### src/rtl/mem_arbiter_pkg.sv
// Shared definitions for the memory arbiter: requester ids and sequencer states.
package mem_arbiter_pkg;

   typedef logic [1:0] req_id_t;

   localparam req_id_t R_FETCH = 2'd0;
   localparam req_id_t R_DATA  = 2'd1;
   localparam req_id_t R_LOAD  = 2'd2;

   typedef enum logic [1:0] {
      ST_RUN   = 2'd0,
      ST_DRAIN = 2'd1,
      ST_BOOT  = 2'd2
   } arb_state_t;

endpackage

### src/rtl/mem_arbiter_if.sv
// Requester, boot-handshake and memory-macro signals of the arbiter.
interface mem_arbiter_if #(
   parameter int AW = 9,
   parameter int DW = 16
);
   logic [2:0]    req;
   logic [2:0]    we;
   logic [AW-1:0] addr0;
   logic [AW-1:0] addr1;
   logic [AW-1:0] addr2;
   logic [DW-1:0] wdata1;
   logic [DW-1:0] wdata2;
   logic [2:0]    gnt;
   logic [2:0]    rvalid;
   logic [DW-1:0] rdata;
   logic          boot_req;
   logic          boot_ack;
   logic          cpu_hold;
   logic [AW-1:0] mem_addr;
   logic [DW-1:0] mem_wdata;
   logic          mem_we;
   logic          mem_rden;
   logic [DW-1:0] mem_q;

   modport slave (
      input  req, we, addr0, addr1, addr2, wdata1, wdata2, boot_req, mem_q,
      output gnt, rvalid, rdata, boot_ack, cpu_hold, mem_addr, mem_wdata, mem_we, mem_rden
   );

   modport master (
      output req, we, addr0, addr1, addr2, wdata1, wdata2, boot_req, mem_q,
      input  gnt, rvalid, rdata, boot_ack, cpu_hold, mem_addr, mem_wdata, mem_we, mem_rden
   );
endinterface

### src/rtl/mem_arbiter_tag_pipe.sv
// Tracks outstanding reads: one valid+id stage per cycle of memory latency.
module arb_tag_pipe
   import mem_arbiter_pkg::*;
#(
   parameter int RD_LAT = 1
) (
   input  logic    clk,
   input  logic    rstn,
   input  logic    push_i,
   input  req_id_t id_i,
   output logic    vld_o,
   output req_id_t id_o,
   output logic    empty_o
);

   logic    vld_q [RD_LAT];
   req_id_t id_q  [RD_LAT];

   // Shift the tags one stage per cycle; reset drops every in-flight tag.
   always_ff @(posedge clk or negedge rstn) begin
      if (!rstn) begin
         for (int i = 0; i < RD_LAT; i++) begin
            vld_q[i] <= 1'b0;
            id_q[i]  <= R_FETCH;
         end
      end else begin
         vld_q[0] <= push_i;
         id_q[0]  <= id_i;
         for (int i = 1; i < RD_LAT; i++) begin
            vld_q[i] <= vld_q[i-1];
            id_q[i]  <= id_q[i-1];
         end
      end
   end

   // Empty means nothing remains once the entry (if any) at the output retires this cycle.
   always_comb begin
      empty_o = 1'b1;
      for (int i = 0; i < RD_LAT - 1; i++) begin
         if (vld_q[i]) empty_o = 1'b0;
      end
   end

   assign vld_o = vld_q[RD_LAT-1];
   assign id_o  = id_q[RD_LAT-1];

endmodule

### src/rtl/mem_arbiter.sv
// Single-port memory arbiter for fetch (r0), load/store (r1) and program loader (r2),
// with a boot sequencer that hands the memory to the loader.
//
// state    | meaning
// ST_RUN   | normal operation, r1 over r0 with starvation guard, r2 blocked
// ST_DRAIN | CPU held, no grants, waiting for in-flight reads to return
// ST_BOOT  | loader owns memory, only r2 granted, CPU held
module mem_arbiter
   import mem_arbiter_pkg::*;
#(
   parameter int AW     = 9,
   parameter int DW     = 16,
   parameter int RD_LAT = 1,
   parameter int STARVE = 4
) (
   input logic           clk,
   input logic           rstn,
   mem_arbiter_if.slave  bus
);

   localparam int CW = $clog2(STARVE + 1);

   arb_state_t    state_q;
   logic          boot_ack_q;
   logic          cpu_hold_q;
   // Remaining r1 grants allowed while r0 waits; r0 wins when this reaches zero.
   logic [CW-1:0] credit_q, credit_d;
   logic [2:0]    gnt;
   req_id_t       gnt_id;
   logic          any_gnt;
   logic          we_sel;
   logic [AW-1:0] addr_sel, addr_last_q;
   logic [DW-1:0] wdata_sel, wdata_last_q;
   logic          pipe_vld;
   req_id_t       pipe_id;
   logic          pipe_empty;

   // Grant selection and starvation credit update for the current cycle.
   always_comb begin
      gnt      = '0;
      gnt_id   = R_FETCH;
      credit_d = CW'(STARVE);
      case (state_q)
         ST_RUN: begin
            if (bus.req[R_DATA] && !(bus.req[R_FETCH] && credit_q == '0)) begin
               gnt[R_DATA] = 1'b1;
               gnt_id      = R_DATA;
               if (bus.req[R_FETCH]) credit_d = credit_q - CW'(1);
            end else if (bus.req[R_FETCH]) begin
               gnt[R_FETCH] = 1'b1;
               gnt_id       = R_FETCH;
            end
         end
         ST_BOOT: begin
            if (bus.req[R_LOAD] && bus.boot_req) begin
               gnt[R_LOAD] = 1'b1;
               gnt_id      = R_LOAD;
            end
         end
         default: ;
      endcase
   end

   // Address/data/direction mux from the granted requester; fetch is always a read.
   always_comb begin
      addr_sel  = addr_last_q;
      wdata_sel = wdata_last_q;
      we_sel    = 1'b0;
      case (gnt_id)
         R_DATA: begin
            addr_sel  = bus.addr1;
            wdata_sel = bus.wdata1;
            we_sel    = bus.we[R_DATA];
         end
         R_LOAD: begin
            addr_sel  = bus.addr2;
            wdata_sel = bus.wdata2;
            we_sel    = bus.we[R_LOAD];
         end
         default: addr_sel = bus.addr0;
      endcase
   end

   assign any_gnt = |gnt;

   // Boot sequencer with registered hold/ack outputs.
   always_ff @(posedge clk or negedge rstn) begin
      if (!rstn) begin
         state_q    <= ST_RUN;
         boot_ack_q <= 1'b0;
         cpu_hold_q <= 1'b0;
      end else begin
         case (state_q)
            ST_RUN: begin
               if (bus.boot_req) begin
                  state_q    <= ST_DRAIN;
                  cpu_hold_q <= 1'b1;
               end
            end
            ST_DRAIN: begin
               if (!bus.boot_req) begin
                  state_q    <= ST_RUN;
                  cpu_hold_q <= 1'b0;
               end else if (pipe_empty) begin
                  state_q    <= ST_BOOT;
                  boot_ack_q <= 1'b1;
               end
            end
            ST_BOOT: begin
               if (!bus.boot_req && pipe_empty) begin
                  state_q    <= ST_RUN;
                  boot_ack_q <= 1'b0;
                  cpu_hold_q <= 1'b0;
               end
            end
            default: begin
               state_q    <= ST_RUN;
               boot_ack_q <= 1'b0;
               cpu_hold_q <= 1'b0;
            end
         endcase
      end
   end

   // Starvation credit and the last driven address/data, held while idle.
   always_ff @(posedge clk or negedge rstn) begin
      if (!rstn) begin
         credit_q     <= CW'(STARVE);
         addr_last_q  <= '0;
         wdata_last_q <= '0;
      end else begin
         credit_q <= credit_d;
         if (any_gnt) begin
            addr_last_q  <= addr_sel;
            wdata_last_q <= wdata_sel;
         end
      end
   end

   arb_tag_pipe #(.RD_LAT(RD_LAT)) u_tag_pipe (
      .clk     (clk),
      .rstn    (rstn),
      .push_i  (bus.mem_rden),
      .id_i    (gnt_id),
      .vld_o   (pipe_vld),
      .id_o    (pipe_id),
      .empty_o (pipe_empty)
   );

   assign bus.gnt       = gnt;
   assign bus.mem_we    = any_gnt && we_sel;
   assign bus.mem_rden  = any_gnt && !we_sel;
   assign bus.mem_addr  = any_gnt ? addr_sel : addr_last_q;
   assign bus.mem_wdata = any_gnt ? wdata_sel : wdata_last_q;
   assign bus.rvalid    = pipe_vld ? (3'b001 << pipe_id) : 3'b000;
   assign bus.rdata     = pipe_vld ? bus.mem_q : '0;
   assign bus.boot_ack  = boot_ack_q;
   assign bus.cpu_hold  = cpu_hold_q;

endmodule

### src/flat_wrapper.sv
// flat-port wrapper written by rule: the top's interface ports become plain ports
module mem_arbiter_flat import mem_arbiter_pkg::*;
#(
   parameter int AW     = 9,
   parameter int DW     = 16,
   parameter int RD_LAT = 1,
   parameter int STARVE = 4
)
  (clk, rstn, bus_req, bus_we, bus_addr0, bus_addr1, bus_addr2, bus_wdata1, bus_wdata2, bus_boot_req, bus_mem_q, bus_gnt, bus_rvalid, bus_rdata, bus_boot_ack, bus_cpu_hold, bus_mem_addr, bus_mem_wdata, bus_mem_we, bus_mem_rden);
  mem_arbiter_if #(.AW(AW), .DW(DW)) bus_i ();
  input logic clk;
  input logic rstn;
  input wire logic [$bits(bus_i.req)-1:0] bus_req;
  input wire logic [$bits(bus_i.we)-1:0] bus_we;
  input wire logic [$bits(bus_i.addr0)-1:0] bus_addr0;
  input wire logic [$bits(bus_i.addr1)-1:0] bus_addr1;
  input wire logic [$bits(bus_i.addr2)-1:0] bus_addr2;
  input wire logic [$bits(bus_i.wdata1)-1:0] bus_wdata1;
  input wire logic [$bits(bus_i.wdata2)-1:0] bus_wdata2;
  input wire logic [$bits(bus_i.boot_req)-1:0] bus_boot_req;
  input wire logic [$bits(bus_i.mem_q)-1:0] bus_mem_q;
  output wire logic [$bits(bus_i.gnt)-1:0] bus_gnt;
  output wire logic [$bits(bus_i.rvalid)-1:0] bus_rvalid;
  output wire logic [$bits(bus_i.rdata)-1:0] bus_rdata;
  output wire logic [$bits(bus_i.boot_ack)-1:0] bus_boot_ack;
  output wire logic [$bits(bus_i.cpu_hold)-1:0] bus_cpu_hold;
  output wire logic [$bits(bus_i.mem_addr)-1:0] bus_mem_addr;
  output wire logic [$bits(bus_i.mem_wdata)-1:0] bus_mem_wdata;
  output wire logic [$bits(bus_i.mem_we)-1:0] bus_mem_we;
  output wire logic [$bits(bus_i.mem_rden)-1:0] bus_mem_rden;
  assign bus_i.req = bus_req;
  assign bus_i.we = bus_we;
  assign bus_i.addr0 = bus_addr0;
  assign bus_i.addr1 = bus_addr1;
  assign bus_i.addr2 = bus_addr2;
  assign bus_i.wdata1 = bus_wdata1;
  assign bus_i.wdata2 = bus_wdata2;
  assign bus_i.boot_req = bus_boot_req;
  assign bus_i.mem_q = bus_mem_q;
  assign bus_gnt = bus_i.gnt;
  assign bus_rvalid = bus_i.rvalid;
  assign bus_rdata = bus_i.rdata;
  assign bus_boot_ack = bus_i.boot_ack;
  assign bus_cpu_hold = bus_i.cpu_hold;
  assign bus_mem_addr = bus_i.mem_addr;
  assign bus_mem_wdata = bus_i.mem_wdata;
  assign bus_mem_we = bus_i.mem_we;
  assign bus_mem_rden = bus_i.mem_rden;
  mem_arbiter #(.AW(AW), .DW(DW), .RD_LAT(RD_LAT), .STARVE(STARVE)) u_core (.clk(clk), .rstn(rstn), .bus(bus_i));
endmodule
### config.mk
export PLATFORM = sky130hd
export DESIGN_NAME = mem_arbiter_flat
export DESIGN_NICKNAME = d
export VERILOG_FILES = /design/src/rtl/mem_arbiter_pkg.sv /design/src/rtl/mem_arbiter_if.sv /design/src/rtl/mem_arbiter_tag_pipe.sv /design/src/rtl/mem_arbiter.sv /design/src/flat_wrapper.sv
export SDC_FILE = /design/constraint.sdc
export NUM_CORES = 1
export LEC_CHECK = 0
export BUFFER_PORTS_ARGS = -buffer_cell sky130_fd_sc_hd__buf_2
export CAP_MARGIN = 25
export CORE_MARGIN = 5
export CORE_UTILIZATION = 42
export DETAILED_ROUTE_END_ITERATION = 10
export GPL_ROUTABILITY_DRIVEN = 0
export GPL_TIMING_DRIVEN = 0
export PLACE_DENSITY = 0.81
export SLEW_MARGIN = 20
export SYNTH_ARGS = -nofsm -noshare
export SYNTH_HDL_FRONTEND = slang
export SYNTH_SLANG_ARGS = --single-unit
### constraint.sdc
create_clock -name clk -period 2.9 [get_ports clk]
set_input_delay 0.145 -clock clk [delete_from_list [all_inputs] [get_ports clk]]
set_output_delay 0.145 -clock clk [all_outputs]
set_load 0.1 [all_outputs]
==> results of run 1 <==
==> cell usage after synthesis <==
| cell type | number |
|---|---|
| nand3_2 | 1 |
| a21oi_4 | 1 |
| and3b_1 | 2 |
| mux2_4 | 10 |
| nor3b_1 | 1 |
| a21o_1 | 1 |
| o21ai_0 | 10 |
| nand4_1 | 1 |
| a22oi_1 | 10 |
| nor2_1 | 3 |
| a21oi_1 | 5 |
| nand2_2 | 1 |
| and2_1 | 17 |
| buf_4 | 2 |
| clkbuf_1 | 6 |
| or3b_2 | 1 |
| nand2b_1 | 1 |
| a22o_1 | 17 |
| nor2b_1 | 3 |
| mux2_2 | 17 |
| dfrtp_1 | 34 |
| ha_1 | 7 |
| nor3_1 | 1 |
| nand2_1 | 13 |
| buf_2 | 3 |
| o22ai_1 | 1 |
| buf_12 | 1 |
| nand3_1 | 1 |
| inv_1 | 7 |
| dfstp_2 | 1 |
| o21ai_2 | 1 |
==> worst max path at each step <==
stage / start / endpoint / slack [ns] / cells past startpoint
detailed placement: u_core.state_q[0]$_DFFE_PN0P_ / bus_mem_addr[5] / -0.09 / 12
CTS: u_core.state_q[0]$_DFFE_PN0P_ / bus_mem_addr[8] / 0.009 / 10
global route: u_core.state_q[0]$_DFFE_PN0P_ / bus_mem_addr[4] / -0.007 / 10
finish: u_core.state_q[1]$_DFFE_PN0P_ / bus_mem_wdata[14] / 0.14 / 9
floorplan: u_core.state_q[0]$_DFFE_PN0P_ / u_core.u_tag_pipe.vld_o$_DFF_PN0_ / 0.001 / 9
global placement: u_core.state_q[0]$_DFFE_PN0P_ / bus_mem_addr[5] / -0.04 / 12
==> worst register-to-register path, stage by stage, from the launching register on <==
cell	delay, ns
dfrtp_1	0.38
inv_1	0.08
ha_1	0.19
nor2b_1	0.15
a21o_1	0.14
inv_1	0.07
ha_1	0.18
buf_2	0.18
buf_4	0.19
a22oi_1	0.20
o21ai_0	0.10
mux2_2	0.28
==> metal layers <==
layer / global-route usage, % / part of all wire (%) / wire length [um] / vias up
li1: - / - / - / 918
met1: 19.7 / 41 / 2220 / 815
met2: 28.1 / 48 / 2550 / 91
met3: 4.54 / 10 / 539 / 5
met4: 5.15 / 0.99 / 53 / 0
met5: 0 / 0 / 0 / -
==> cells in the final DEF (no fill, tap or decap), types with 2 or more instances in the layout <==
cell type / instances
and2_1: 17
ha_1: 5
clkbuf_8: 6
nor2_1: 3
a22o_1: 17
a22oi_1: 10
a21oi_1: 4
buf_6: 6
dfrtp_1: 34
o21ai_0: 8
clkbuf_4: 3
inv_1: 6
buf_8: 2
and3b_1: 2
o21ai_1: 2
buf_4: 24
buf_2: 107
mux2_4: 10
mux2_2: 17
nor2b_1: 3
nand2_1: 13
==> logic make-up after synthesis <==
| kind of cell | share of synthesized area (%) |
|---|---|
| multiplexers | 17.1 |
| AO/OA/AOI/OAI | 16.9 |
| flip-flops | 43.8 |
| buffers and inverters | 4.94 |
| adder cells (fa/ha/maj) | 4.38 |
| AND/OR/NAND/NOR | 12.9 |
==> timing repair <==
action | CTS | global route
resized for setup | 39 | 22
hold buffers | 1 | 0
hold endpoints to repair | 34 | 0
endpoints found under the setup margin | 27 | 27
==> per-stage QoR <==
step                      instances  cell area (um2)  setup WS, ns  hold WS [ns]
after CTS                       375             2960       0.00853         0.140
after floorplan                 180             2000       0.00137        -0.151
final                           375             3010         0.142         0.162
after global placement          366             2730       -0.0445         0.261
after detailed placement        366             2730       -0.0868         0.269
after global routing            375             3010      -0.00681         0.164
==> layout make-up <==
class	count	area [um2]
buffer	12	93.8
sequential	35	877
tap	54	67.6
multi-input combinational	126	1050
clock buffer	6	82.6
timing repair buffer	133	776
clock inverter	2	35.0
fill	386	1650
inverter	7	26.3
==> sequential cells by signal, summed over array words and instances, names as in the netlist <==
| name | flops |
|---|---|
| u_core.wdata_last_q | 16 |
| u_core.credit_q | 3 |
| u_core.state_q | 2 |
| u_core.u_tag_pipe.vld_o | 1 |
| u_core.u_tag_pipe.id_o | 2 |
| u_core.addr_last_q | 9 |
| u_core.bus.boot_ack | 1 |
| u_core.bus.cpu_hold | 1 |
==> metrics.txt, run 1 <==
outcome completed; CP Max Fanout 10; syn_nets 271; Fmax 0.363 GHz; core area 4660 um2; Starting Density 42.9%; Post-Synthesis Cells 180; Detail Route Antenna Nets 0; die area 6240 um2; Worst R2R Setup Slack 0.64 ns; # nets final 411; Vias 1829; synth top area cells dfrtp_1 (43%), mux2_2 (9.6%), mux2_4 (7.5%), a22o_1 (7.4%), and2_1 (5.3%); CTS tree yes; Hold Path Cell Cnt 3; clk sinks 35; Tot GR Track Use 16.3%; Slew Limit Fails 0; worst skew pair latency 0.28 ns; YS warnings 0; Yosys cell types 31; CP Data Arrival Time 2.61 ns; chip width 79.0 um; Final TNS setup 0 ns; Final Core Density 64.6%; actual slew at the worst max-slew pin 0.778 ns; # IOs 135; HPWL after DPL 4.22 mm; Seq/Total Area, Yosys 43.8%; Worst Hold Launch bus_req[1]; CP top delay family buffers and inverters; Worst slew margin 48.1%; setup violators final 0; port bufs 132; n_diodes 0; Die H 79.0 um; Area Growth Syn to Fin 50.4%; area leader, netlist dfrtp_1; first-pass GRT wire length 8.06 mm; max cap viols 0; drt first pass iters 4; critical path's largest stage delay 0.41 ns; initial antenna violation count 0; FF-to-FF path depth 11; largest net degree at the start of global routing 36; post-synthesis cell area 2000 um2; DRC viols 0; Root Buffer clkbuf_8; clock transition at the registers of the reported paths 0.07 ns; buffer and inverter count on the worst path 3; FP Rows 25; average size of a mapped cell 11.1 um2; Synth Register Bits 35; final count of hold timing violations 0; routed vias/inst 4.88; initial DRC count 51; hold endpoint u_core.credit_q[1]$_DFF_PN0_; minimum clock period 2.76 ns; CP required 2.76 ns; fraction of layout cells with a size suffix above 1 58.6%; worst r2r src u_core.credit_q[0]$_DFF_PN0_; Final period util 95.1%; startpoint types flip-flop; slowest stage cell, crit path dfrtp_1; Cell Chain, Critical Path inv_1 > ha_4 > nand2_1 > a21o_1 > ha_1 > a21oi_4 > buf_12 > mux2_4 > buf_4; vias in the first global route 1768; Reg2Reg Capture Point u_core.addr_last_q[5]$_DFF_PN0_; CP Capture Type output pin; top cell type's share of synthesized area 42.5%; Max clock buf depth 2; Hold Crit Class primary input to flip-flop; total gr overflow 0; Total Routed Length 5.36 mm; wire length per cell 14.3 um; htree depth 2; TritonCTS buffer count 5; # Post-CTS Setup Buffers 0; CP Class flip-flop to output pin; Worst Skew 0.00404 ns
Power of run 1 is left out: the tool's default activity adds up to more than one toggle a clock period on the data nets, which glitch-free logic cannot reach.
==> inputs of run 2 (changes only) <==
- BUFFER_PORTS_ARGS: -buffer_cell sky130_fd_sc_hd__buf_2 -> unset
- CORE_UTILIZATION: 42 -> 56
- DONT_BUFFER_PORTS: unset -> 1
- PLACE_DENSITY: 0.81 -> 0.74
- clock period: 2.9 -> 2.4 ns (I/O delays scaled with it)
==> metrics.txt, run 2 (synthesized netlist as in run 1, its figures left out) <==
Root Buffer clkbuf_4; final worst slack -0.197 ns; minimum clock period 2.60 ns; Slew Limit Fails 0; slowest stage cell, crit path a21oi_4; CP Data Arrival Time 2.48 ns; FP Rows 21; Top Registers u_core.wdata_last_q: 16 flops, u_core.addr_last_q: 9 flops, u_core.credit_q: 3 flops; outcome finished, violations left; critical path's largest stage delay 0.58 ns; drt first pass iters 4; fraction of layout cells with a size suffix above 1 51.4%; Starting Density 59.0%; Place WS -0.413 ns; worst r2r src u_core.credit_q[1]$_DFF_PN0_; CTS tree yes; actual slew at the worst max-slew pin 1.05 ns; Vias 1630; clk sinks 35; DRC viols 0; chip width 69.8 um; Worst Hold Launch bus_boot_req; post-placement cell area 2120 um2; Die H 69.8 um; max cap viols 0; Worst Skew 0.00914 ns; core area 3390 um2; most frequent cells in the layout dfrtp_1 (33), mux2_4 (25), buf_4 (21); largest register by flop count u_core.wdata_last_q; Critical Path Start u_core.credit_q[1]$_DFF_PN0_; final count of hold timing violations 0; Area Growth Syn to Fin 37.2%; # IOs 135; CP required 2.28 ns; clock transition at the registers of the reported paths 0.10 ns; Max clock buf depth 2; CP Class flip-flop to output pin; first-pass GRT wire length 8.70 mm; n_diodes 0; vias in the first global route 1738; port bufs 0; Final period util 108%; wire length per cell 21.4 um; total gr overflow 0; Total Routed Length 5.68 mm; Detail Route Antenna Nets 0; HPWL after DPL 3.91 mm; Worst slew margin 30.0%; Fmax 0.385 GHz; CP Capture Type output pin; design area 2750 um2; htree depth 2; initial DRC count 61; Tot GR Track Use 22.1%; commonest non-fill, non-tap cell in the layout dfrtp_1; initial antenna violation count 0; setup violators final 25; Cell Chain, Critical Path inv_2 > ha_4 > nor2b_1 > a21o_1 > inv_2 > ha_4 > buf_8 > a22oi_2 > nor2_4 > a21oi_4; TritonCTS buffer count 5; CP Max Fanout 3; routed vias/inst 6.13; die area 4870 um2; worst skew pair latency 0.33 ns; # nets final 310; startpoint types flip-flop; unrepaired setup endpoints after global routing yes; failing checks setup timing; Largest register FFs 16; Hold Crit Class primary input to flip-flop; largest net degree at the start of global routing 36
[run 2: metal layers]
layer  vias up  track usage [%]  share of wire [%]  routed length [um]
met3        14             8.55                8.0                 453
met5         -                0                  0                   0
li1        723                -                  -                   -
met4         0             8.51                2.6                 146
met1       803             23.1                 34                1940
met2        90             39.6                 55                3150
[run 2: worst max-delay path, delay by kind of cell, from the launching register on]
family | cells | cell delay, ns
compound gates | 3 | 0.95
fa+ha+maj | 2 | 0.32
buf+inv | 3 | 0.27
flops | 1 | 0.39
simple gates | 2 | 0.20
[run 2: final timing paths]
path / end / slack, ns / cells after the start
hold reg to reg: u_core.credit_q[0]$_DFF_PN0_ / 0.55 / 2
hold / removal: u_core.bus.cpu_hold$_DFFE_PN0P_ / 0.08 / 3
max in group asynchronous: u_core.credit_q[2]$_DFF_PN1_ / 1.92 / 2
setup / recovery: bus_mem_rden / -0.20 / 10
min in group asynchronous: u_core.u_tag_pipe.id_o[1]$_DFF_PN0_ / 0.24 / 2
setup reg to reg: u_core.u_tag_pipe.vld_o$_DFF_PN0_ / 0.08 / 10
[run 2: cell type report]
| cell class | instances | area [um2] |
|---|---|---|
| Buffer | 10 | 115 |
| Fill cell | 196 | 644 |
| Clock buffer | 7 | 45.0 |
| Inverter | 7 | 26.3 |
| Sequential cell | 35 | 878 |
| Multi-Input combinational cell | 126 | 1260 |
| Clock inverter | 1 | 5.00 |
| Timing Repair Buffer | 34 | 357 |
| Tap cell | 46 | 57.6 |
[run 2: per-stage QoR]
step                hold slack, ns  TNS [ns]  util [%]  cells
floorplan                   -0.176    -0.428         -    180
finish                      0.0808     -1.81      81.0    266
global placement            -0.175     -5.59      61.7    226
CTS                         0.0148     -2.24      76.1    256
global route                0.0807     -4.17      81.0    266
detailed placement          -0.175     -9.73      62.5    227
[run 2: what timing repair did]
item	in CTS	in global routing
gates resized for setup	50	37
pin swaps	9	9
buffers inserted	17	7
hold buffers	4	1
setup endpoints to repair	53	27
hold endpoints to repair	38	1
gates cloned	2	2
Power of run 2 is left out for the same reason.
==> inputs of run 3 (changes only) <==
- CELL_PAD_IN_SITES_DETAIL_PLACEMENT: unset -> 0
- CELL_PAD_IN_SITES_GLOBAL_PLACEMENT: unset -> 2
- CORE_UTILIZATION: 56 -> 31
==> metrics.txt, run 3 (synthesized netlist as in run 1, its figures left out) <==
Fmax 0.387 GHz; Hold Crit Class primary input to flip-flop; Detail Route Antenna Nets 0; Slew Limit Fails 0; Top Registers u_core.wdata_last_q: 16 flops, u_core.addr_last_q: 9 flops, u_core.credit_q: 3 flops; dpl cells 258; initial DRC count 34; total gr overflow 0; Root Buffer clkbuf_8; max cap viols 0; fin cells 299; CP Max Fanout 3; TritonCTS buffer count 5; register area 877 um2; most frequent cells in the layout dfrtp_1 (34), mux2_4 (25), buf_4 (23); Worst slew margin 30.6%; startpoint types flip-flop; # IOs 135; CP Class flip-flop to output pin; fraction of layout cells with a size suffix above 1 49.5%; chip width 90.3 um; routed vias/inst 5.31; clk sinks 35; CP Data Arrival Time 2.47 ns; core area 6310 um2; Place WS -0.606 ns; HPWL after DPL 4.08 mm; Tot GR Track Use 14.1%; failing checks setup timing; Total Routed Length 5.95 mm; Hold Path Cell Cnt 1; final count of hold timing violations 0; # nets final 312; CTS tree yes; Final period util 108%; htree depth 2; Vias 1589; vias in the first global route 1728; commonest non-fill, non-tap cell in the layout dfrtp_1; clock transition at the registers of the reported paths 0.08 ns; # fillers 590; largest net degree at the start of global routing 36; worst skew pair latency 0.28 ns; outcome finished, violations left; FP Rows 29; FF-to-FF path depth 10; CP Capture Type output pin; unrepaired setup endpoints after global routing yes; Max clock buf depth 2; setup violators final 27; Worst Skew 0.00689 ns; Area Growth Syn to Fin 45.7%; final worst slack -0.187 ns; wire length per cell 19.9 um; Starting Density 31.7%; Largest register FFs 16; DRC viols 0; largest register by flop count u_core.wdata_last_q; minimum clock period 2.59 ns; drt first pass iters 4; CP required 2.28 ns; n_diodes 0; Multi-input gate area 1250 um2; die area 8160 um2; port bufs 0; first-pass GRT wire length 9.23 mm; Die H 90.3 um; initial antenna violation count 0; actual slew at the worst max-slew pin 1.04 ns
run 3: changes by cell type in the layout (fill, tap and decap cells not counted), sizes merged:
| cell | before | now |
|---|---|---|
| clkinvlp | 0 | 1 |
| clkinv | 1 | 0 |
| clkbuf | 10 | 12 |
run 3: per-layer routing:
metal | share of wire, % | vias to the layer above | GRT usage [%]
met1 | 42 | 766 | 17.6
met4 | 0.67 | 0 | 2.98
met3 | 8.8 | 4 | 5.08
li1 | - | 717 | -
met2 | 49 | 102 | 23.3
met5 | 0 | - | 0
run 3: worst paths after layout:
kind | start | to | slack (ns)
max | u_core.credit_q[0]$_DFF_PN0_ | bus_mem_rden | -0.19
min | bus_req[0] | u_core.credit_q[2]$_DFF_PN1_ | 0.03
max reg2reg | u_core.credit_q[0]$_DFF_PN0_ | u_core.u_tag_pipe.vld_o$_DFF_PN0_ | 0.04
min reg2reg | u_core.credit_q[0]$_DFF_PN0_ | u_core.credit_q[0]$_DFF_PN0_ | 0.53
max in group asynchronous | rstn | u_core.credit_q[2]$_DFF_PN1_ | 1.88
min in group asynchronous | rstn | u_core.bus.boot_ack$_DFFE_PN0P_ | 0.28
run 3: worst max-delay path: stages, from the launching register on:
cell and delay, ns:
dfrtp_1 0.39, inv_2 0.08, ha_4 0.13, nor2b_4 0.12
a21o_1 0.18, inv_2 0.07, ha_4 0.18, clkbuf_16 0.14
a22oi_2 0.23, nor2_4 0.07, a21oi_4 0.58
run 3: metrics by stage:
step | util (%) | hold slack (ns) | setup TNS, ns | area [um2]
after detailed placement | 34.1 | -0.175 | -15.51 | 2160
after global routing | 46.2 | 0.0166 | -5.33 | 2920
after floorplan | - | -0.176 | -0.428 | 2030
final | 46.2 | 0.0297 | -2.23 | 2920
after CTS | 44.7 | 0.0164 | -3.87 | 2820
after global placement | 33.7 | -0.175 | -15.63 | 2130
run 3: repair_timing:
action / in CTS / in global routing
cloned: 2 / 1
hold buffers: 5 / 0
setup buffers: 20 / 8
pin swaps: 8 / 7
hold endpoints to repair: 39 / 0
resized for setup: 67 / 19
endpoints found under the setup margin: 53 / 41
run 3: layout make-up:
class                      instances  area share [%]
buffer                             9            4.94
clock buffer                       7            3.30
clock inverter                     1           0.258
inverter                           7           0.901
multi-input combinational        126            42.8
sequential                        35            30.1
tap                               77            3.30
timing repair buffer              37            14.4
Power of run 3 is left out for the same reason.
